**src/rtl/mem_lsu_pkg.sv**
```systemverilog
// Shared constants and helpers for the MEM-stage load/store unit.
package mem_lsu_pkg;

  // funct3 access size / signedness
  localparam logic [2:0] F3_B  = 3'b000;
  localparam logic [2:0] F3_H  = 3'b001;
  localparam logic [2:0] F3_W  = 3'b010;
  localparam logic [2:0] F3_BU = 3'b100;
  localparam logic [2:0] F3_HU = 3'b101;

  // LSU state encoding
  localparam logic [1:0] ST_IDLE = 2'd0;
  localparam logic [1:0] ST_REQ  = 2'd1;
  localparam logic [1:0] ST_WAIT = 2'd2;
  localparam logic [1:0] ST_DONE = 2'd3;

  // Byte-strobe patterns before lane shifting
  localparam logic [3:0] WSTRB_B = 4'b0001;
  localparam logic [3:0] WSTRB_H = 4'b0011;
  localparam logic [3:0] WSTRB_W = 4'b1111;

  // True when the access has a legal funct3 for its direction and is naturally aligned.
  function automatic logic access_ok(input logic is_load, input logic [2:0] f3,
                                     input logic [1:0] lo);
    logic legal_f3;
    logic misaligned;
    if (is_load)
      legal_f3 = (f3 == F3_B) || (f3 == F3_H) || (f3 == F3_W) ||
                 (f3 == F3_BU) || (f3 == F3_HU);
    else
      legal_f3 = (f3 == F3_B) || (f3 == F3_H) || (f3 == F3_W);
    misaligned = ((f3[1:0] == 2'b01) && lo[0]) ||
                 ((f3[1:0] == 2'b10) && (lo != 2'b00));
    return legal_f3 && !misaligned;
  endfunction

  // Replicates store data so the addressed lane carries the value.
  function automatic logic [31:0] store_lanes(input logic [2:0] f3, input logic [31:0] d);
    logic [31:0] r;
    case (f3[1:0])
      2'b00:   r = {4{d[7:0]}};
      2'b01:   r = {2{d[15:0]}};
      default: r = d;
    endcase
    return r;
  endfunction

  // Byte strobes for a store, shifted to the addressed lane.
  function automatic logic [3:0] store_strb(input logic [2:0] f3, input logic [1:0] lo);
    logic [3:0] r;
    case (f3[1:0])
      2'b00:   r = 4'(WSTRB_B << lo);
      2'b01:   r = 4'(WSTRB_H << lo);
      default: r = WSTRB_W;
    endcase
    return r;
  endfunction

endpackage

```
**src/rtl/lsu_load_align.sv**
```systemverilog
// Picks the addressed byte/halfword out of a read word and extends it to 32 bits.
module lsu_load_align
  import mem_lsu_pkg::*;
(
  input  logic [31:0] rdata,
  input  logic [1:0]  addr_lo,
  input  logic [2:0]  funct3,
  output logic [31:0] result
);

  logic [31:0] shifted;
  logic [7:0]  byte_v;
  logic [15:0] half_v;

  // Lane selection followed by sign or zero extension.
  always_comb begin
    shifted = rdata >> {addr_lo, 3'b000};
    byte_v  = shifted[7:0];
    half_v  = addr_lo[1] ? rdata[31:16] : rdata[15:0];
    case (funct3)
      F3_B:    result = {{24{byte_v[7]}}, byte_v};
      F3_BU:   result = {24'h0, byte_v};
      F3_H:    result = {{16{half_v[15]}}, half_v};
      F3_HU:   result = {16'h0, half_v};
      default: result = rdata;
    endcase
  end

endmodule

```
**src/rtl/mem_stage_lsu.sv**
```systemverilog
// MEM-stage load/store unit: turns EX/MEM load/store requests into a
// req/gnt/rvalid data-memory transaction and presents results to MEM/WB.
//
// Bus handshake: dmem_req is held high with stable addr/we/wdata/wstrb until
// the cycle dmem_gnt is seen high; that cycle accepts the request. Exactly one
// dmem_rvalid pulse (loads and stores alike) completes it, either in the grant
// cycle or any later cycle. An rvalid with no accepted request outstanding is
// ignored.
module mem_stage_lsu
  import mem_lsu_pkg::*;
#(
  parameter int TIMEOUT_CYC = 255
) (
  input  logic        clk,
  input  logic        rst,
  input  logic [31:0] alu_result_in,
  input  logic [31:0] store_data_in,
  input  logic [4:0]  rd_in,
  input  logic        wb_reg_file_in,
  input  logic        memtoreg_in,
  input  logic        mem_read_in,
  input  logic        mem_write_in,
  input  logic [2:0]  funct3_in,
  output logic        dmem_req,
  output logic        dmem_we,
  output logic [31:0] dmem_addr,
  output logic [31:0] dmem_wdata,
  output logic [3:0]  dmem_wstrb,
  input  logic        dmem_gnt,
  input  logic        dmem_rvalid,
  input  logic [31:0] dmem_rdata,
  output logic [31:0] alu_result_out,
  output logic [31:0] load_data_out,
  output logic [4:0]  rd_out,
  output logic        wb_reg_file_out,
  output logic        memtoreg_out,
  output logic        stall_out,
  output logic        misalign_err,
  output logic        bus_err,
  output logic [1:0]  state_dbg
);

  localparam logic [7:0] TMO_LAST = 8'(TIMEOUT_CYC - 1);

  logic [1:0]  state_q;
  logic [7:0]  cnt_q;
  logic [31:0] alu_q;
  logic [31:0] addr_q;
  logic [31:0] wdata_q;
  logic [3:0]  wstrb_q;
  logic        we_q;
  logic [4:0]  rd_q;
  logic        wb_q;
  logic        mtr_q;
  logic [2:0]  f3_q;
  logic [1:0]  lo_q;
  logic [31:0] ld_data_q;

  logic        mem_op;
  logic        op_ok;
  logic        timeout_hit;
  logic [31:0] aligned_data;

  assign mem_op      = mem_read_in | mem_write_in;
  // Read wins when both flags are set, so the direction is just mem_read_in.
  assign op_ok       = access_ok(mem_read_in, funct3_in, alu_result_in[1:0]);
  assign timeout_hit = (state_q == ST_WAIT) && !dmem_rvalid && (cnt_q == TMO_LAST);
  assign state_dbg   = state_q;

  lsu_load_align u_align (
    .rdata   (dmem_rdata),
    .addr_lo (lo_q),
    .funct3  (f3_q),
    .result  (aligned_data)
  );

  // FSM and holding registers: capture in IDLE, hold through the bus access.
  always_ff @(posedge clk or posedge rst) begin
    if (rst) begin
      state_q   <= ST_IDLE;
      cnt_q     <= '0;
      alu_q     <= '0;
      addr_q    <= '0;
      wdata_q   <= '0;
      wstrb_q   <= '0;
      we_q      <= 1'b0;
      rd_q      <= '0;
      wb_q      <= 1'b0;
      mtr_q     <= 1'b0;
      f3_q      <= '0;
      lo_q      <= '0;
      ld_data_q <= '0;
    end else begin
      case (state_q)
        ST_IDLE: begin
          if (mem_op && op_ok) begin
            state_q   <= ST_REQ;
            cnt_q     <= '0;
            alu_q     <= alu_result_in;
            addr_q    <= {alu_result_in[31:2], 2'b00};
            lo_q      <= alu_result_in[1:0];
            f3_q      <= funct3_in;
            rd_q      <= rd_in;
            wb_q      <= wb_reg_file_in;
            mtr_q     <= memtoreg_in;
            we_q      <= ~mem_read_in;
            ld_data_q <= '0;
            if (mem_read_in) begin
              wdata_q <= '0;
              wstrb_q <= '0;
            end else begin
              wdata_q <= store_lanes(funct3_in, store_data_in);
              wstrb_q <= store_strb(funct3_in, alu_result_in[1:0]);
            end
          end
        end
        ST_REQ: begin
          if (dmem_gnt) begin
            cnt_q <= '0;
            if (dmem_rvalid) begin
              ld_data_q <= we_q ? 32'h0 : aligned_data;
              state_q   <= ST_DONE;
            end else begin
              state_q <= ST_WAIT;
            end
          end
        end
        ST_WAIT: begin
          if (dmem_rvalid) begin
            ld_data_q <= we_q ? 32'h0 : aligned_data;
            state_q   <= ST_DONE;
          end else if (timeout_hit) begin
            state_q <= ST_IDLE;
          end else begin
            cnt_q <= cnt_q + 8'd1;
          end
        end
        ST_DONE: begin
          state_q <= ST_IDLE;
        end
        default: state_q <= ST_IDLE;
      endcase
    end
  end

  // Pipeline-facing outputs: pass-through, bubble, or the completed access.
  always_comb begin
    alu_result_out  = '0;
    load_data_out   = '0;
    rd_out          = '0;
    wb_reg_file_out = 1'b0;
    memtoreg_out    = 1'b0;
    stall_out       = 1'b0;
    misalign_err    = 1'b0;
    bus_err         = 1'b0;
    dmem_req        = 1'b0;
    if (!rst) begin
      case (state_q)
        ST_IDLE: begin
          if (!mem_op) begin
            alu_result_out  = alu_result_in;
            rd_out          = rd_in;
            wb_reg_file_out = wb_reg_file_in;
            memtoreg_out    = memtoreg_in;
          end else if (!op_ok) begin
            misalign_err = 1'b1;
          end else begin
            stall_out = 1'b1;
          end
        end
        ST_REQ: begin
          dmem_req  = 1'b1;
          stall_out = 1'b1;
        end
        ST_WAIT: begin
          if (timeout_hit) bus_err = 1'b1;
          else             stall_out = 1'b1;
        end
        ST_DONE: begin
          alu_result_out  = alu_q;
          load_data_out   = ld_data_q;
          rd_out          = rd_q;
          wb_reg_file_out = wb_q & ~we_q;
          memtoreg_out    = mtr_q;
        end
        default: ;
      endcase
    end
  end

  // Bus attributes come straight from the captured registers so they stay stable.
  always_comb begin
    dmem_we    = 1'b0;
    dmem_addr  = '0;
    dmem_wdata = '0;
    dmem_wstrb = '0;
    if (!rst) begin
      dmem_we    = we_q;
      dmem_addr  = addr_q;
      dmem_wdata = wdata_q;
      dmem_wstrb = wstrb_q;
    end
  end

endmodule

```
**config.mk**
```make
export PLATFORM = sky130hd
export DESIGN_NAME = mem_stage_lsu
export DESIGN_NICKNAME = d
export VERILOG_FILES = /design/src/rtl/mem_lsu_pkg.sv /design/src/rtl/lsu_load_align.sv /design/src/rtl/mem_stage_lsu.sv
export SDC_FILE = /design/constraint.sdc
export NUM_CORES = 1
export LEC_CHECK = 0
export ABC_AREA = 0
export CAP_MARGIN = 10
export CORE_AREA = 2 2 140 142
export CTS_CLUSTER_DIAMETER = 200
export CTS_CLUSTER_SIZE = 10
export DETAILED_ROUTE_END_ITERATION = 10
export DIE_AREA = 0 0 142 144
export DONT_BUFFER_PORTS = 1
export PLACE_DENSITY = 0.59
export SYNTH_ARGS = -nofsm -noshare
export SYNTH_HDL_FRONTEND = slang
export SYNTH_SLANG_ARGS = --single-unit
```
**constraint.sdc**
```tcl
create_clock -name clk -period 11.5 [get_ports clk]
set_input_delay 2.3 -clock clk [delete_from_list [all_inputs] [get_ports clk]]
set_output_delay 2.3 -clock clk [all_outputs]
set_load 0.005 [all_outputs]
```
==> reports/results.txt, run 1 <==
largest net degree at the start of global routing: 80
endpoints failing hold: 0
FFs w/ async S/R, synth: 100.0%
area taken by flip-flops and latches: 3028 sq um
Rows: 51
PortBufs: 0
non-filler instance count after layout: 981
# DRC: 0
via count: 5,908
achievable clock frequency: 0.1681 GHz
initial core utilization: 39.10%
largest family of logic cells by synthesized area: simple AND/OR/NAND/NOR gates
Mapped Cells: 771
Routed Antenna Nets: 0
Setup Skew: 0.006753 ns
required time worst endpoint: 9.20 ns
Seq/Total Area, Yosys: 40.59%
top_reg_cell synth: dfrtp_1
complex-gate fraction of the synthesized area: 16.61%
Leak Pwr: 0.003281 uW
Worst EP arrival: 3.65 ns
Worst Tran Pin Value: 1.132 ns
Core Util, Final: 42.35%
CTS resizes: 0
Chip Width: 142 um
RSZ-0062 raised after global routing: false
Tot GR Track Use: 20.68%
H-Tree Depth: 4
clock slew at reported path FFs: 0.06 ns
period utilization: 51.74%
Setup Buffers After CTS: 0
class of the worst hold path: register to register
vias in the first global route: 5,866
Starting DRT DRC Count: 384
final critical-path required period: 5.950 ns
synthesis warning total: 0
per-cell routed wire length: 21.84 um
Power Density: 253.4 nW/um^2
ANT cells: 0
worst setup margin: 5.550 ns
final instance area: 8080 sq um
Synth cell types: 56
setup tns final: 0 ns
headroom to the max-slew limit: 24.01%
Final setup violation count: 0
initial antenna violation count: 0
Synth Area in Simple Gates: 20.85%
crit end category: primary output
Multi-input gate area: 4088 sq um
outcome: finished clean
startpoint types: input pin
multiplexer share of the synthesized area: 15.85%
area of placed instances: 7510 sq um
clock buffer count from CTS: 17
CTS Buffer Depth: 2
#FFs+latches synth: 121
Filler cells: 1,839
Top Ports: 258
Core Region: 19,080 sq um
crit path kind: input pin to primary output
Syn-to-layout area delta: 8.319%
clk sink count: 121
Post-Synth Adder-Cell Area: 1.174%
clk_lat worst skew: 0.42 ns
clock tree from TritonCTS: yes
worst vdd ir: 0.0001074 V
gpl congestion: 0.8541
CP Max Fanout: 5
cts hold-fix bufs: 0
placed insts: 949
share of post-route cells with drive strength above 1: 18.17%
gr ovfl total: 0
maxcap violations: 0
Die Span Y: 144 um
drt pass-1 iters: 5
EDFF count, synth: 0
Mapped Avg Cell Area: 9.675 sq um
Post-Synth XOR/XNOR Area: 0%
nets: 849
Die ar.: 20,450 sq um
global-route wire length before repair: 33,080 um
Max Slew Vio Count: 0
vias per cell: 6.022
clk root buf: clkbuf_16
Synth Cell Area: 7460 sq um
most common cell after layout, fill and taps aside: dfrtp_1
commonest non-fill, non-tap cells in the layout: dfrtp_1 (121), nor2b_1 (86), mux2_2 (80), nor2_1 (64), a22oi_1 (38)
HPWL after DPL: 14,700 um
Place WS: 5.575 ns
drt total wl: 21,430 um
## final cells by class
type                       count  share of cell area, %
multi-input combinational    571                  50.59
sequential                   121                  37.47
clock buffer                  17                  5.265
tap                          238                  3.685
clock inverter                15                  1.796
inverter                      13                 0.6349
timing repair buffer           6                 0.5574
## Yosys cell counts (2+ instances only)
master | instances | share of area [%]
o211ai_1 | 8 | 0.81
o31ai_1 | 8 | 0.81
a32o_1 | 23 | 3.1
o21a_1 | 2 | 0.20
o32ai_1 | 2 | 0.23
a31oi_1 | 7 | 0.59
clkbuf_1 | 47 | 2.4
buf_1 | 4 | 0.20
a211oi_1 | 9 | 0.91
nor2_1 | 64 | 3.2
buf_4 | 10 | 1.0
a21oi_1 | 33 | 2.2
dfrtp_1 | 121 | 41
a22oi_1 | 38 | 3.8
or4_4 | 2 | 0.30
o21ai_0 | 16 | 1.1
nand3b_1 | 2 | 0.20
mux2_1 | 7 | 1.1
or3_1 | 6 | 0.50
mux2_2 | 80 | 12
buf_2 | 3 | 0.20
mux2i_1 | 18 | 2.4
nor2b_1 | 87 | 7.3
nand2b_1 | 29 | 2.4
nand3_1 | 8 | 0.54
o22ai_1 | 2 | 0.17
nand2_1 | 37 | 1.9
and2_1 | 35 | 2.9
nor3_1 | 4 | 0.27
a22o_1 | 6 | 0.70
or2_2 | 6 | 0.50
ha_1 | 7 | 1.2
a41oi_1 | 2 | 0.23
buf_6 | 3 | 0.45
o221ai_1 | 2 | 0.23
inv_1 | 13 | 0.65
## per-stage QoR
step	power [uW]	hold slack (ns)
floorplan	1352	0.4495
CTS	2065	0.4810
detailed placement	1538	0.4681
global route	2177	0.4966
finish	2047	0.4795
global placement	1508	0.4635
## flip-flops by register name, indices dropped and copies added, names as in the netlist
| name | cells |
|---|---|
| wb_q | 1 |
| wdata_q | 32 |
| alu_q | 32 |
| f3_q | 3 |
| cnt_q | 8 |
| wstrb_q | 4 |
| state_dbg | 2 |
| ld_data_q | 32 |
| rd_q | 5 |
| mtr_q | 1 |
| we_q | 1 |
## critical path: stages
cell and delay, ns:
or4_4 0.55, o31ai_2 0.13, a21oi_1 0.13, a211oi_1 0.53
## path summary, 6_finish.rpt
| check | startpoint | end | slack [ns] | cells past startpoint |
|---|---|---|---|---|
| max | funct3_in[2] | stall_out | 5.55 | 4 |
| min reg2reg | ld_data_q[4] | ld_data_q[4] | 0.48 | 1 |
| max in group asynchronous | rst | ld_data_q[5] | 8.24 | 2 |
| max reg2reg | state_dbg[0] | ld_data_q[7] | 8.67 | 8 |
| min in group asynchronous | rst | ld_data_q[8] | 1.95 | 1 |
| min | ld_data_q[4] | ld_data_q[4] | 0.48 | 1 |
## routing by layer
metal | share of wire (%) | vias up | GRT usage, % | routed length, um
met1 | 42 | 2947 | 26.56 | 8899
met3 | 8.7 | 35 | 7.119 | 1873
li1 | - | 2652 | - | -
met2 | 47 | 274 | 32.06 | 10000
met5 | 0 | - | 0 | 0
met4 | 3.0 | 0 | 8.316 | 648
## cells by family (layout without fill, tap and decap cells)
kind of cell | after synthesis | in the layout
buffers and inverters | 80 | 51
muxes | 106 | 106
DFF | 121 | 121
adders and majority gates | 7 | 7
other | 1 | 2
and+or+nand+nor | 287 | 287
AOI/OAI and AO/OA | 169 | 169
## power by group
part	internal [uW]	switching (uW)	leakage (uW)
Clock	301	215	0.000264
Sequential	623	159	0.00155
Combinational	346	403	0.00147
(Power assumes the default switching activity.)
==> inputs of run 2 (changes only) <==
- clock period: 11.5 -> 5.8 ns (I/O delays scaled with it)
==> reports/results.txt, run 2 (synthesized netlist as in run 1, its figures left out) <==
outcome: finished clean
headroom to the max-slew limit: 22.57%
PortBufs: 0
Setup Buffers After CTS: 0
startpoint types: register
crit path kind: register to primary output
clock slew at reported path FFs: 0.06 ns
Worst EP arrival: 2.90 ns
drt pass-1 iters: 5
Hold WS: 0.4818 ns
final critical-path required period: 4.059 ns
Final setup violation count: 0
clock tree from TritonCTS: yes
Max Slew Vio Count: 0
endpoints failing hold: 0
Power Density: 502.9 nW/um^2
via count: 5,910
register share of total power: 38.0%
Setup Skew: 0.01292 ns
Chip Width: 142 um
Syn-to-layout area delta: 8.537%
Die ar.: 20,450 sq um
class of the worst hold path: register to register
cts hold-fix bufs: 0
clk root buf: clkbuf_16
crit end category: primary output
Power Internal: 2534 uW
commonest non-fill, non-tap cells in the layout: dfrtp_1 (121), nor2b_1 (86), mux2_2 (80), nor2_1 (64), a22oi_1 (38)
Tot GR Track Use: 21.07%
slowest stage cell on the critical path: nor3b_4
initial antenna violation count: 0
drt total wl: 21,670 um
CP Cell Sequence: inv_1 -> ha_1 -> nor3b_4 -> buf_4 -> a22oi_1 -> nor2_1
Top Ports: 258
total power: 4071 uW
# DRC: 0
Place WS: 1.973 ns
worst setup margin: 1.741 ns
Clk pwr share: 25.6%
CTS Buffer Depth: 2
Core Region: 19,080 sq um
vias per cell: 6.018
required time worst endpoint: 4.64 ns
Routed Antenna Nets: 0
biggest regs: alu_q: 32 flops, ld_data_q: 32 flops, wdata_q: 32 flops
switching power: 1538 uW
HPWL after DPL: 14,840 um
area of placed instances: 7517 sq um
share of post-route cells with drive strength above 1: 18.28%
setup tns final: 0 ns
Top Family by Delay on Critical Path: simple AND/OR/NAND/NOR gates
clk sink count: 121
period utilization: 69.98%
clock buffer count from CTS: 17
Worst Tran Pin Value: 1.160 ns
global-route wire length before repair: 33,190 um
Die Span Y: 144 um
achievable clock frequency: 0.2464 GHz
CP max stage delay: 0.99 ns
initial core utilization: 39.10%
gpl congestion: 0.8612
Starting DRT DRC Count: 387
Switching Share: 37.77%
Worst Path Buf+Inv: 2
vias in the first global route: 5,768
per-cell routed wire length: 22.07 um
maxcap violations: 0
ANT cells: 0
Comb power frac: 36.4%
H-Tree Depth: 4
Rows: 51
Leak Pwr: 0.003296 uW
CP Max Fanout: 24
nets: 850
RSZ-0062 raised after global routing: false
largest net degree at the start of global routing: 80
clk_lat worst skew: 0.42 ns
final instance area: 8097 sq um
CTS resizes: 0
gr ovfl total: 0
worst vdd ir: 0.0002117 V
most common cell after layout, fill and taps aside: dfrtp_1
## run 2: cell count changes in the layout (fill, tap and decap cells not counted), sizes merged
| cell | delta |
|---|---|
| buf | +1 |
| clkinvlp | -2 |
| clkbuf | +1 |
| inv | +1 |
## run 2: cell type report
cell class / count / area (sq um)
Inverter: 13 / 51.30
Tap cell: 238 / 297.8
Multi-Input combinational cell: 571 / 4088
Sequential cell: 121 / 3028
Clock buffer: 18 / 439.2
Fill cell: 1854 / 10980
Timing Repair Buffer: 7 / 52.55
Clock inverter: 14 / 140.1
## run 2: worst paths after layout
path / start / slack [ns] / cells after the start / end
max: state_dbg[0] / 1.74 / 6 / alu_result_out[11]
min: wdata_q[2] / 0.48 / 1 / wdata_q[2]
max reg2reg: state_dbg[0] / 2.55 / 7 / ld_data_q[7]
min reg2reg: wdata_q[2] / 0.48 / 1 / wdata_q[2]
max in group asynchronous: rst / 3.71 / 2 / wdata_q[28]
min in group asynchronous: rst / 0.91 / 1 / wb_q
## run 2: routing by layer
metal  track usage [%]  part of all wire, %  wire length [um]  vias up
met4             8.684                  2.7               575        0
met3             6.060                  8.4              1813       35
met5                 0                    0                 0        -
li1                  -                    -                 -     2653
met2             33.41                   47             10200      291
met1             27.13                   42              9077     2931
## run 2: power groups by stage
stage	clock network [uW]	logic (uW)	registers, uW
after floorplan	0	1280	1400
after global placement	0	1440	1540
after detailed placement	0	1490	1550
after CTS	1060	1500	1550
after global routing	1110	1630	1600
final	1040	1480	1550
## run 2: metrics by stage
| stage | utilization, % | instances |
|---|---|---|
| after floorplan | - | 772 |
| after global placement | 39.40 | 950 |
| after detailed placement | 39.40 | 950 |
| after CTS | 42.44 | 982 |
| after global routing | 42.44 | 982 |
| final | 42.44 | 982 |
## run 2: worst register-to-register path: cells and delay by family (launching register included)
family	cells	cell delay, ns
buffers and inverters	2	0.51
AND/OR/NAND/NOR	3	1.48
adder cells (fa/ha/maj)	1	0.31
flip-flops	1	0.46
multiplexers	1	0.38
==> inputs of run 3 (changes only) <==
- clock period: 5.8 -> 4.17 ns (I/O delays scaled with it)
==> reports/results.txt, run 3 (synthesized netlist as in run 1, its figures left out) <==
Leak Pwr: 0.003337 uW
Worst EP arrival: 2.33 ns
final instance area: 8205 sq um
Setup Buffers After CTS: 0
Chip Width: 142 um
share of post-route cells with drive strength above 1: 18.72%
clock buffer count from CTS: 17
CTS Buffer Depth: 2
via count: 6,009
Place WS: 1.174 ns
Starting DRT DRC Count: 493
worst vdd ir: 0.0002970 V
final critical-path required period: 3.169 ns
gpl congestion: 0.9001
class of the worst hold path: register to register
Worst Reg2Reg Path Length in Cells: 7
setup tns final: 0 ns
worst setup margin: 1.001 ns
startpoint types: register
endpoints failing hold: 0
crit end category: primary output
Setup Skew: 0.009779 ns
Die Span Y: 144 um
clk root buf: clkbuf_16
clk sink count: 121
nets: 854
CTS resizes: 0
clock tree from TritonCTS: yes
area of placed instances: 7559 sq um
Core Region: 19,080 sq um
Hold WS: 0.4818 ns
outcome: finished clean
headroom to the max-slew limit: 29.34%
cts hold-fix bufs: 0
period utilization: 75.99%
ANT cells: 0
RSZ-0062 raised after global routing: false
global-route wire length before repair: 33,040 um
Hold Path Depth: 1
CP Max Fanout: 41
Filler cells: 1,826
achievable clock frequency: 0.3156 GHz
gr ovfl total: 0
commonest non-fill, non-tap cells in the layout: dfrtp_1 (121), nor2b_1 (86), mux2_2 (80), nor2_1 (64), a22oi_1 (38)
# DRC: 0
crit path kind: register to primary output
largest net degree at the start of global routing: 75
Syn-to-layout area delta: 9.997%
Tot GR Track Use: 20.90%
initial antenna violation count: 0
Rows: 51
per-cell routed wire length: 21.97 um
most common cell after layout, fill and taps aside: dfrtp_1
maxcap violations: 0
vias in the first global route: 5,841
Top Ports: 258
area taken by flip-flops and latches: 3028 sq um
Worst Tran Pin Value: 1.054 ns
required time worst endpoint: 3.34 ns
HPWL after DPL: 15,000 um
clock slew at reported path FFs: 0.06 ns
Final setup violation count: 0
initial core utilization: 39.10%
Die ar.: 20,450 sq um
H-Tree Depth: 4
biggest regs: alu_q: 32 flops, ld_data_q: 32 flops, wdata_q: 32 flops
Power Density: 707.5 nW/um^2
Multi-input gate area: 4088 sq um
vias per cell: 6.094
Max Slew Vio Count: 0
PortBufs: 0
drt pass-1 iters: 5
clk_lat worst skew: 0.41 ns
Routed Antenna Nets: 0
drt total wl: 21,670 um
## run 3: cell count changes in the layout (fill, tap and decap cells not counted)
cell | previous run | this run
buf_4 | 7 | 8
inv_4 | 1 | 0
clkinv_2 | 0 | 2
inv_6 | 5 | 2
clkinv_4 | 5 | 2
clkinvlp_4 | 3 | 6
buf_12 | 0 | 2
bufinv_16 | 1 | 3
buf_16 | 0 | 1
## run 3: worst max-delay path, cell delays in order, from the launching register on
cell and delay, ns:
dfrtp_1 0.47, inv_1 0.15, ha_1 0.28, nor3b_4 0.23, buf_4 0.43, a22oi_1 0.13, nor2_1 0.22
## run 3: layout make-up
class	instances	share of cell area [%]
Sequential cell	121	36.90
Timing Repair Buffer	11	1.555
Clock inverter	14	2.104
Tap cell	238	3.629
Clock buffer	18	5.352
Inverter	13	0.6404
Multi-Input combinational cell	571	49.82
## run 3: final timing paths
check / endpoint / slack, ns / startpoint
max reg2reg: ld_data_q[31] / 1.15 / state_dbg[0]
min in group asynchronous: ld_data_q[26] / 0.52 / rst
min reg2reg: wdata_q[0] / 0.48 / wdata_q[0]
min: wdata_q[0] / 0.48 / wdata_q[0]
max: memtoreg_out / 1.00 / state_dbg[1]
max in group asynchronous: alu_q[30] / 2.67 / rst
## run 3: where the power goes
group | total (uW) | leakage [uW] | switching, uW | internal (uW)
clock network | 1530 | 0.000285 | 572 | 958
logic | 2150 | 0.00150 | 1150 | 995
registers | 2120 | 0.00155 | 405 | 1720
## run 3: through the flow
step | cells | utilization [%] | total power [uW]
6_report | 986 | 43.01 | 5805
5_1_grt | 986 | 43.01 | 6180
4_1_cts | 984 | 42.82 | 5805
3_5_place_dp | 952 | 39.62 | 4242
3_3_place_gp | 952 | 39.62 | 4152
2_1_floorplan | 772 | - | 3730
## run 3: per-layer routing
| metal | GRT usage, % | wire length, um | vias to the layer above |
|---|---|---|---|
| met5 | 0 | 0 | - |
| li1 | - | - | 2662 |
| met1 | 27.23 | 8916 | 2985 |
| met3 | 6.391 | 2010 | 30 |
| met4 | 6.579 | 400 | 0 |
| met2 | 33.44 | 10340 | 332 |
==> RTL change 1 (settings of run 3) <==
One comparison of `cnt_q` changes from == to >=.
--- a/src/rtl/mem_stage_lsu.sv
+++ b/src/rtl/mem_stage_lsu.sv
@@ -64,7 +64,7 @@
   assign mem_op      = mem_read_in | mem_write_in;
   // Read wins when both flags are set, so the direction is just mem_read_in.
   assign op_ok       = access_ok(mem_read_in, funct3_in, alu_result_in[1:0]);
-  assign timeout_hit = (state_q == ST_WAIT) && !dmem_rvalid && (cnt_q == TMO_LAST);
+  assign timeout_hit = (state_q == ST_WAIT) && !dmem_rvalid && (cnt_q >= TMO_LAST);
   assign state_dbg   = state_q;
 
   lsu_load_align u_align (
Formal check against the unedited RTL: same outputs for any inputs over 4 cycles, from zero or initial values and one cycle with rst high; that may be too few to reach the edited logic, so the function may still have changed.
==> RTL change 1 against run 3 <==
- total power shrank 0.49%
- non-clock buffer count shrank 4
- routed wire length grew 0.16%
- maximum frequency shrank 1.0%
- area after synthesis grew 0.40%
- largest power group unchanged
- synthesized cell count shrank 0.39%
- clock skew is essentially flat
- worst setup slack lost 0.033 ns
- via count shrank 0.82%
- cell count shrank 0.41%
- sequential cell count is the same
- largest cell class unchanged
- critical endpoint is now alu_result_out[0]
- combinational power is essentially flat
- design area shrank 0.18%
- critical path type unchanged
==> RTL change 1: results (changes against run 3) <==
status: "finished, final reports clean"  # unchanged
nFillCells: 1853  # was 1826
yosysUniqueCellTypes: 53  # was 56
leakage_nw: 3.430  # was 3.337 nW
cpPeakStageDelay_ns: 0.45  # was 0.47 ns
use_met3_pct: 8.874  # was 6.391%
drive_above_1_share_pct: 20.30  # was 18.72%
holdWs_ns: 0.4568  # was 0.4818 ns
grtUsageTotal_pct: 20.82  # was 20.90%
synth_area_leaders: "dfrtp_1, mux2_2, nor2b_1"  # unchanged
gp_congestion: 0.9045  # was 0.9001
synthTopCellsByCount: "dfrtp_1, mux2_2, nor2b_1"  # was dfrtp_1, nor2b_1, mux2_2
fin_nets: 851  # was 854
dr_wl_met2_mm: 10.64  # was 10.34 mm
r2r_slack_ns: 1.43  # was 1.15 ns
wl_met3_mm: 2.330  # was 2.010 mm
arrival_ns: 2.37  # was 2.33 ns
initialDrtViolationCount: 317  # was 493
grt_max_degree: 80  # was 75
synthMuxAreaShare_pct: 18.59  # was 15.85%
critPathMaxFanout: 43  # was 41
synth-adder-area-share_pct: 1.169  # was 1.174%
worst-slew-pin-transition_ns: 1.134  # was 1.054 ns
grtUsageMet1_pct: 24.71  # was 27.23%
vias_per_cell: 6.069  # was 6.094
p_sw_mw: 2.143  # was 2.132 mW
synth_compound_area_share_pct: 16.29  # was 16.61%
peakVddDrop_mv: 0.2871  # was 0.2970 mV
synth.avg_cell_area_um2: 9.752  # was 9.675 um2
vias: 5960  # was 6009
dpl_cell_area_um2: 7591  # was 7559 um2
fin_skew_ns: 0.009420  # was 0.009779 ns
timing.final.ws_setup_ns: 0.9680  # was 1.001 ns
combPwrFrac_pct: 37.2  # was 37.0%
## RTL change 1: cell families (layout without fill, tap and decap cells)
kind of cell | Yosys count | in the layout
simple gates | 255 | 255
compound gates | 171 | 171
mux | 123 | 123
flops | 121 | 121
buf+inv | 90 | 65
fa+ha+maj | 7 | 7
other cells | 1 | 2
## RTL change 1: final cells by class
type	count	area [um2]	share of cell area, %
Tap cell	238	297.8	3.636
Clock inverter	14	173.9	2.123
Timing Repair Buffer	7	77.57	0.9471
Multi-Input combinational cell	558	4083	49.85
Sequential cell	121	3028	36.97
Inverter	27	105.1	1.283
Clock buffer	17	425.4	5.194
## RTL change 1: path summary, 6_finish.rpt
kind / from / endpoint / depth (start not counted)
min: rst / cnt_q[0] / 1
max reg2reg: state_dbg[0] / ld_data_q[5] / 7
max: state_dbg[0] / alu_result_out[0] / 6
min in group clk: ld_data_q[26] / ld_data_q[26] / 1
min reg2reg: ld_data_q[26] / ld_data_q[26] / 1
max in group asynchronous: rst / alu_q[28] / 2
==> RTL change 2 (settings of run 3) <==
Made on the original files. The parameter `TIMEOUT_CYC` goes from 255 to 128.
--- a/src/rtl/mem_stage_lsu.sv
+++ b/src/rtl/mem_stage_lsu.sv
@@ -9,7 +9,7 @@
 module mem_stage_lsu
   import mem_lsu_pkg::*;
 #(
-  parameter int TIMEOUT_CYC = 255
+  parameter int TIMEOUT_CYC = 128
 ) (
   input  logic        clk,
   input  logic        rst,
Function: same outputs for any inputs over 4 cycles, from zero or initial values and one cycle with rst high; that may be too few to reach the edited logic, so the function may still have changed.
==> RTL change 2 against run 3 <==
- clock power down 4%
- first-iteration DRC count down 10%
- core utilization down 0.10 points
- routed wire length up 0.25%
- sequential cell count unchanged
- count of clock-buffer cells in the layout up 4
- area after synthesis up 1.3%
- total power down 2.5%
- design area down 0.24%
- worst setup slack worse by 0.023 ns
- combinational power down 5%
- largest power group is now sequential cells
- highest routed layer unchanged
==> RTL change 2: results (changes against run 3) <==
arrival_ns: 2.36  # was 2.33 ns
worst-slew-pin-transition_ns: 0.9938  # was 1.054 ns
synthMuxAreaShare_pct: 15.55  # was 15.85%
dr.pass1.iters: 5  # unchanged
grt_use_met2_pct: 34.17  # was 33.44%
synth_compound_area_share_pct: 17.88  # was 16.61%
hp-class: "in -> async"  # was reg -> reg
leakage_nw: 3.363  # was 3.337 nW
dpl_cell_area_um2: 7602  # was 7559 um2
vias: 6003  # was 6009
grtUsageTotal_pct: 21.11  # was 20.90%
slowest_stage: "dfrtp_1"  # unchanged
cpPeakStageDelay_ns: 0.46
post-dp-hpwl_mm: 14.87  # was 15.00 mm
gp_congestion: 0.8589  # was 0.9001
nFillCells: 1823  # was 1826
synth-adder-area-share_pct: 0.9934  # was 1.174%
grt_pass1_wl_mm: 33.71  # was 33.04 mm
p_sw_mw: 2.154  # was 2.132 mW
portBuffers: 0  # unchanged
post_cts_resized: 0  # unchanged
antenna_found_initial: 0  # unchanged
critPathMaxFanout: 43  # was 41
hold_viol_final: 0  # unchanged
initialDrtViolationCount: 442  # was 493
fin_skew_ns: 0.009983  # was 0.009779 ns
yosysSeqAreaShare_pct: 40.07  # was 40.59%
routedWlPerCell_um: 21.85  # was 21.97 um
drive_above_1_share_pct: 8.466  # was 18.72%
grt_max_degree: 80  # was 75
async_flop_share_pct: 100.0  # unchanged
overflow: 0  # unchanged
synth_area_leaders: "dfrtp_1, mux2_1, nor2b_1"  # was dfrtp_1, mux2_2, nor2b_1
synthTopCellsByCount: "dfrtp_1, nor2b_1, mux2_1"  # was dfrtp_1, nor2b_1, mux2_2
use_met3_pct: 6.589  # was 6.391%
fin_nets: 861  # was 854
peakVddDrop_mv: 0.2974  # was 0.2970 mV
cts_buffers: 17  # unchanged
status: "finished, final reports clean"  # unchanged
grtUsageMet1_pct: 26.73  # was 27.23%
reg_top3: "alu_q (32), ld_data_q (32), wdata_q (32)"  # unchanged
yosysUniqueCellTypes: 61  # was 56
antenna_cells: 0  # unchanged
==> RTL change 2: metrics by stage <==
stage	std cells	power, mW	setup slack, ns
finish	994	5.659	0.9783
global placement	962	4.109	1.444
floorplan	784	3.725	1.119
detailed placement	962	4.204	1.374
CTS	994	5.704	0.9537
global route	994	6.027	0.8387
==> RTL change 2: final cells by class <==
cell class              instances  area [um2]  area share (%)
inverters                      18       71.32          0.8713
well taps                     238       297.8           3.638
multi-input cells             575        4118           50.31
clock buffers                  22       464.2           5.671
flip-flops and latches        121        3028           36.99
repair buffers                 10       87.58           1.070
clock inverters                10       118.9           1.452
==> RTL change 2: final timing paths <==
path / startpoint / end / slack (ns) / cells past startpoint
setup / recovery: state_dbg[1] / alu_result_out[10] / 0.98 / 6
hold / removal: rst / ld_data_q[31] / 0.28 / 1
setup reg to reg: state_dbg[0] / ld_data_q[14] / 1.37 / 7
hold reg to reg: wdata_q[2] / wdata_q[2] / 0.48 / 1
max in group asynchronous: rst / wdata_q[26] / 3.02 / 2
min in group clk: wdata_q[2] / wdata_q[2] / 0.48 / 1
==> RTL change 2: cell families (layout without fill, tap and decap cells) <==
kind of cell,after synthesis,after routing
simple gates,270,270
fa+ha+maj,6,6
buf+inv,88,60
other cells,1,2
mux,104,104
flops,121,121
compound gates,193,193
==> RTL change 2: power by group through the flow <==
stage,registers (mW),clock network (mW),logic [mW]
2_1_floorplan,1.90,0,1.82
3_3_place_gp,2.13,0,1.98
3_5_place_dp,2.15,0,2.06
4_1_cts,2.14,1.50,2.07
5_1_grt,2.22,1.55,2.25
6_report,2.15,1.47,2.04
==> RTL change 2: metal layers <==
metal	wire, um	vias to the layer above	part of all wire [%]
li1	-	2716	-
met1	8942	2984	41
met2	10340	271	48
met3	1993	32	9.2
met4	451	0	2.1
met5	0	-	0
